File: config.mk
export PLATFORM = sky130hd
export DESIGN_NAME = csr_access_ctrl
export DESIGN_NICKNAME = d
export VERILOG_FILES = /design/src/rtl/csr_access_ctrl.sv
export SDC_FILE = /design/constraint.sdc
export NUM_CORES = 1
export LEC_CHECK = 0
export BUFFER_PORTS_ARGS = -buffer_cell sky130_fd_sc_hd__buf_2
export CAP_MARGIN = 0
export CORE_MARGIN = 8
export CORE_UTILIZATION = 42
export DETAILED_ROUTE_END_ITERATION = 7
export PLACE_DENSITY_LB_ADDON = 0.1
export SYNTH_ARGS = -nofsm -noshare
export SYNTH_HDL_FRONTEND = slang
export SYNTH_SLANG_ARGS = --single-unit
File: constraint.sdc
create_clock -name clk -period 1.9 [get_ports clk]
set_input_delay 0.19 -clock clk [delete_from_list [all_inputs] [get_ports clk]]
set_output_delay 0.19 -clock clk [all_outputs]
set_load 0.05 [all_outputs]
File: src/rtl/csr_access_ctrl.sv
// CSR read-modify-write sequencer between execute and the CSR file; perf counters behind CSR_ACCESS_CTRL_PERF_EN.
// Latency: accept N, csr_rd_en N+1, csr_we N+2, resp_valid N+3.
// Backpressure: req_ready only in IDLE; response held in RESP until resp_ready.
module csr_access_ctrl #(
  parameter int XLEN       = 32,
  parameter int CSR_ADDR_W = 12
) (
  input  logic                  clk,
  input  logic                  resetn,
  input  logic                  req_valid,
  output logic                  req_ready,
  input  logic [1:0]            req_op,
  input  logic [CSR_ADDR_W-1:0] req_addr,
  input  logic [XLEN-1:0]       req_wdata,
  input  logic                  req_src_zero,
  output logic                  resp_valid,
  input  logic                  resp_ready,
  output logic [XLEN-1:0]       resp_rdata,
  output logic                  resp_illegal,
  output logic                  stall,
  input  logic                  flush,
  output logic                  csr_rd_en,
  output logic [CSR_ADDR_W-1:0] csr_addr,
  input  logic [XLEN-1:0]       csr_rd_data,
  output logic                  csr_we,
  output logic [XLEN-1:0]       csr_wdata,
  output logic [31:0]           perf_ops,
  output logic [15:0]           perf_illegal
);

  localparam logic [1:0] OP_NA = 2'b00;
  localparam logic [1:0] OP_RW = 2'b01;
  localparam logic [1:0] OP_RS = 2'b10;

  typedef enum logic [1:0] {IDLE, READ, MODIFY, RESP} state_t;

  state_t                  state;
  logic [1:0]              op_q;
  logic [CSR_ADDR_W-1:0]   addr_q;
  logic [XLEN-1:0]         wdata_q;
  logic [XLEN-1:0]         rdata_q;
  logic                    src_zero_q;
  logic                    illegal_q;
  logic                    do_write;
  logic                    is_illegal;
  logic [XLEN-1:0]         new_val;

  // Set/clear with a zero source is a pure read, so it never counts as a write.
  always_comb begin
    do_write   = (op_q == OP_RW) || !src_zero_q;
    is_illegal = do_write && (addr_q[CSR_ADDR_W-1 -: 2] == 2'b11);
    case (op_q)
      OP_RW:   new_val = wdata_q;
      OP_RS:   new_val = csr_rd_data | wdata_q;
      default: new_val = csr_rd_data & ~wdata_q;
    endcase
  end

  // Write strobe decodes straight off the state flop so reset kills it at once.
  assign csr_we       = (state == MODIFY) && do_write && !is_illegal;
  assign csr_wdata    = csr_we ? new_val : '0;
  assign csr_addr     = addr_q;
  assign resp_rdata   = rdata_q;
  assign resp_illegal = illegal_q;

  always_ff @(posedge clk or negedge resetn) begin
    if (!resetn) begin
      state      <= IDLE;
      op_q       <= OP_NA;
      addr_q     <= '0;
      wdata_q    <= '0;
      src_zero_q <= 1'b0;
      rdata_q    <= '0;
      illegal_q  <= 1'b0;
      req_ready  <= 1'b1;
      stall      <= 1'b0;
      csr_rd_en  <= 1'b0;
      resp_valid <= 1'b0;
    end else begin
      case (state)
        IDLE: begin
          if (req_valid && req_ready && (req_op != OP_NA)) begin
            op_q       <= req_op;
            addr_q     <= req_addr;
            wdata_q    <= req_wdata;
            src_zero_q <= req_src_zero;
            state      <= READ;
            req_ready  <= 1'b0;
            stall      <= 1'b1;
            csr_rd_en  <= 1'b1;
          end
        end
        READ: begin
          csr_rd_en <= 1'b0;
          if (flush) begin
            state     <= IDLE;
            req_ready <= 1'b1;
            stall     <= 1'b0;
          end else begin
            state <= MODIFY;
          end
        end
        MODIFY: begin
          rdata_q    <= csr_rd_data;
          illegal_q  <= is_illegal;
          resp_valid <= 1'b1;
          state      <= RESP;
        end
        RESP: begin
          if (resp_ready) begin
            resp_valid <= 1'b0;
            req_ready  <= 1'b1;
            stall      <= 1'b0;
            state      <= IDLE;
          end
        end
        default: state <= IDLE;
      endcase
    end
  end

`ifdef CSR_ACCESS_CTRL_PERF_EN
  logic [31:0] ops_q;
  logic [15:0] ill_q;

  always_ff @(posedge clk or negedge resetn) begin
    if (!resetn) begin
      ops_q <= '0;
      ill_q <= '0;
    end else if (resp_valid && resp_ready) begin
      ops_q <= ops_q + 32'd1;
      if (illegal_q && (ill_q != 16'hFFFF)) ill_q <= ill_q + 16'd1;
    end
  end

  assign perf_ops     = ops_q;
  assign perf_illegal = ill_q;
`else
  assign perf_ops     = '0;
  assign perf_illegal = '0;
`endif

endmodule

==> flow_summary.yaml <==
global_routing:
  wire_length_of_the_first_global_routing_pass_um: 20600
  track_usage_pct: 18.1
  grt_most_used_layer: "met2"
  global_route.overflow_total: 0
  gr-usage-met3_pct: 7.04
  global_route.usage.met1_pct: 21.5
  antenna_found_initial: 0
  grt_max_degree: 42
  number_of_global_route_vias_before_repair: 3797
  gr_layer_usage_met2_pct: 30.0
placed_design:
  gpl.final_weighted_congestion: 0.730
  dp_cells: 657
  port_buffers: 165
  dpl_worst_slack_ns: -0.199
  dp_hpwl_um: 9220
yosys:
  synth_cell_types: 28
  ys_seq_area_share_pct: 48.4
  avgSynthCellArea_um2: 12.2
  synth_cells: 365
  post_synth_instance_area_mm2: 0.00445
  yosysWarningCount: 0
  postSynthRegisterBits: 86
clock_network:
  cts_clock_pin_slew_for_the_worst_setup_and_hold_paths_ns: 0.09
  cts.path.max_buffers: 2
  cts.htree.levels: 3
  cts_inserted_buffers: 9
  clock_latency_ns: 0.36
  tritoncts: "done"
  cts_num_sinks: 86
  clock-root-buffer: "sky130_fd_sc_hd__clkbuf_8"
timing:
  period_minus_slack_ns: 2.39
  maxSlewViolCount: 0
  worst_slew_pin_slew_ns: 0.563
  setup_viol: 33
  final_critical_path_setup_slack_ns: -0.491
  worst_clock_skew_ns: 0.0140
  timing.fmax_mhz: 418
  setup_repair_after_global_routing_missed_its_margin: "true"
  fin_crit_sh_pct: 126
  hold_viol_final: 0
  hold_ws_ns: 0.0360
  slew_headroom_pct: 62.5
  tns_ns: -14.32
floorplan:
  core-area_mm2: 0.0103
  std_cell_rows: 37
  initial_utilization_pct: 43.1
  die_width_um: 119
  die_height_um: 119
  pin_count: 214
  design.die.area_mm2: 0.0141
setup_path:
  end_kind: "output port"
  worstSetupStartpointType: "flip-flop"
  worstSetupPathType: "flip-flop to output port"
  crit_arrival_ns: 2.20
  worst-path-max-fanout: 6
  crit_required_ns: 1.71
final_layout:
  nets: 635
  antenna-diode-count: 0
  stdcell_count: 690
  nFillCells: 836
  layout-drive-gt1-share_pct: 60.1
  area_used_by_sequential_logic_in_the_layout_mm2: 0.00215
  area_growth_pct: 45.7
  area_taken_by_multi_input_logic_gates_mm2: 0.00243
routing:
  dr.pass1.iters: 4
  detailed_route_wl_um: 13100
  vias: 3425
  routedWlPerCell_um: 19.0
  route.detailed.drc: 0
  drtAntennaViolNets: 0
  drt_iter0_drc: 137
  vias_per_cell: 4.96
job:
  cap_violations: 0
outcome:
  outcome: "finished, violations left"
  failed_checks: "setup timing"
hold_path:
  min_path_type: "input port to flip-flop"
## stage by stage
step | util, % | area [um^2]
finish | 62.8 | 6480
global route | 62.8 | 6480
CTS | 61.0 | 6300
detailed placement | 55.7 | 5750
global placement | 55.7 | 5750
floorplan | - | 5070
## Yosys cell counts
cell type	n	area share [%]
sky130_fd_sc_hd__inv_1	4	0.34
sky130_fd_sc_hd__a21boi_0	1	0.17
sky130_fd_sc_hd__buf_4	48	8.1
sky130_fd_sc_hd__or4_1	1	0.17
sky130_fd_sc_hd__o31ai_1	2	0.34
sky130_fd_sc_hd__or2b_1	1	0.17
sky130_fd_sc_hd__nand2_1	12	1.0
sky130_fd_sc_hd__conb_1	1	0.084
sky130_fd_sc_hd__a21bo_2	1	0.22
sky130_fd_sc_hd__dfstp_2	1	0.59
sky130_fd_sc_hd__nand2b_1	1	0.14
sky130_fd_sc_hd__a21oi_1	32	3.6
sky130_fd_sc_hd__nor3_1	1	0.11
sky130_fd_sc_hd__or3b_4	1	0.25
sky130_fd_sc_hd__a2111oi_2	28	9.4
sky130_fd_sc_hd__o21ai_0	2	0.22
sky130_fd_sc_hd__or2_2	1	0.14
sky130_fd_sc_hd__mux2_2	76	19
sky130_fd_sc_hd__dfrtp_1	85	48
sky130_fd_sc_hd__ha_1	2	0.56
sky130_fd_sc_hd__nor2_1	32	2.7
sky130_fd_sc_hd__buf_1	1	0.084
sky130_fd_sc_hd__clkbuf_1	14	1.2
sky130_fd_sc_hd__buf_2	5	0.56
sky130_fd_sc_hd__nor2b_1	1	0.14
sky130_fd_sc_hd__mux2_1	4	1.0
sky130_fd_sc_hd__buf_6	4	1.0
sky130_fd_sc_hd__a2111oi_0	3	0.59
## layout make-up
class	count	share of cell area, %
multi-input combinational	250	37.5
sequential	86	33.2
timing repair buffer	198	22.8
tap	136	2.62
clock buffer	9	1.91
clock inverter	7	1.60
inverter	4	0.309
## kinds of logic after synthesis
family                     share of synthesized area, %
AOI/OAI and AO/OA                                  14.6
adders and majority gates                         0.562
buffers and inverters                              11.3
DFF                                                48.4
muxes                                              20.2
other                                            0.0843
and+or+nand+nor                                    4.84
## metal layers
metal  up-vias  share of wire [%]
met3        15                8.4
met1      1697                 41
met4         0                1.4
li1       1573                  -
met2       140                 49
met5         -                  0
## final timing paths
check	end	from	slack [ns]	cells after the start
max	csr_wdata[14]	op_q[1]	-0.49	8
min	wdata_q[5]	req_wdata[5]	0.04	2
max reg2reg	wdata_q[28]	req_ready	0.08	4
min reg2reg	resp_valid	resp_valid	0.48	2
max in group asynchronous	wdata_q[30]	resetn	0.92	3
min in group asynchronous	csr_rd_en	resetn	0.35	2
## cells in the final DEF, fill, tap and decap left out, types with 2 or more instances in the layout
master	Yosys	final
sky130_fd_sc_hd__mux2_1	4	4
sky130_fd_sc_hd__nand2_1	12	12
sky130_fd_sc_hd__dlygate4sd3_1	0	2
sky130_fd_sc_hd__buf_4	48	14
sky130_fd_sc_hd__nor2_1	32	32
sky130_fd_sc_hd__clkbuf_8	0	9
sky130_fd_sc_hd__ha_4	0	2
sky130_fd_sc_hd__inv_1	4	2
sky130_fd_sc_hd__bufinv_16	0	2
sky130_fd_sc_hd__o21ai_0	2	2
sky130_fd_sc_hd__o31ai_1	2	2
sky130_fd_sc_hd__a21oi_2	0	2
sky130_fd_sc_hd__a21oi_1	32	30
sky130_fd_sc_hd__dfrtp_1	85	85
sky130_fd_sc_hd__buf_12	0	8
sky130_fd_sc_hd__conb_1	1	48
sky130_fd_sc_hd__mux2_2	76	76
sky130_fd_sc_hd__buf_6	4	39
sky130_fd_sc_hd__buf_2	5	131
sky130_fd_sc_hd__inv_6	0	3
sky130_fd_sc_hd__a2111oi_4	0	31
sky130_fd_sc_hd__clkinv_4	0	3
## repair_timing
action	CTS	global route
endpoints found under the setup margin	36	33
pin swaps	2	3
cloned	2	1
setup buffers	1	11
hold buffers	2	0
resized for setup	70	16
endpoints found under the hold margin	39	0
## state kept, by name (all words and copies together) (netlist names), named ones only
register      count
wdata_q          32
stall             1
src_zero_q        1
op_q              2
csr_rd_en         1
state             1
resp_illegal      1
csr_addr         12
resp_valid        1
resp_rdata       32
req_ready         1
## critical path, cell delays in order (launching register included)
cell and delay [ns]:
sky130_fd_sc_hd__dfrtp_1 0.40, sky130_fd_sc_hd__inv_2 0.07, sky130_fd_sc_hd__ha_4 0.13, sky130_fd_sc_hd__nor2b_2 0.04, sky130_fd_sc_hd__or3b_4 0.44, sky130_fd_sc_hd__clkbuf_16 0.20
sky130_fd_sc_hd__buf_4 0.14, sky130_fd_sc_hd__a2111oi_4 0.20, sky130_fd_sc_hd__buf_6 0.21
Power is left out: the tool's default activity adds up to more than one toggle a clock period on the data nets, which glitch-free logic cannot reach.
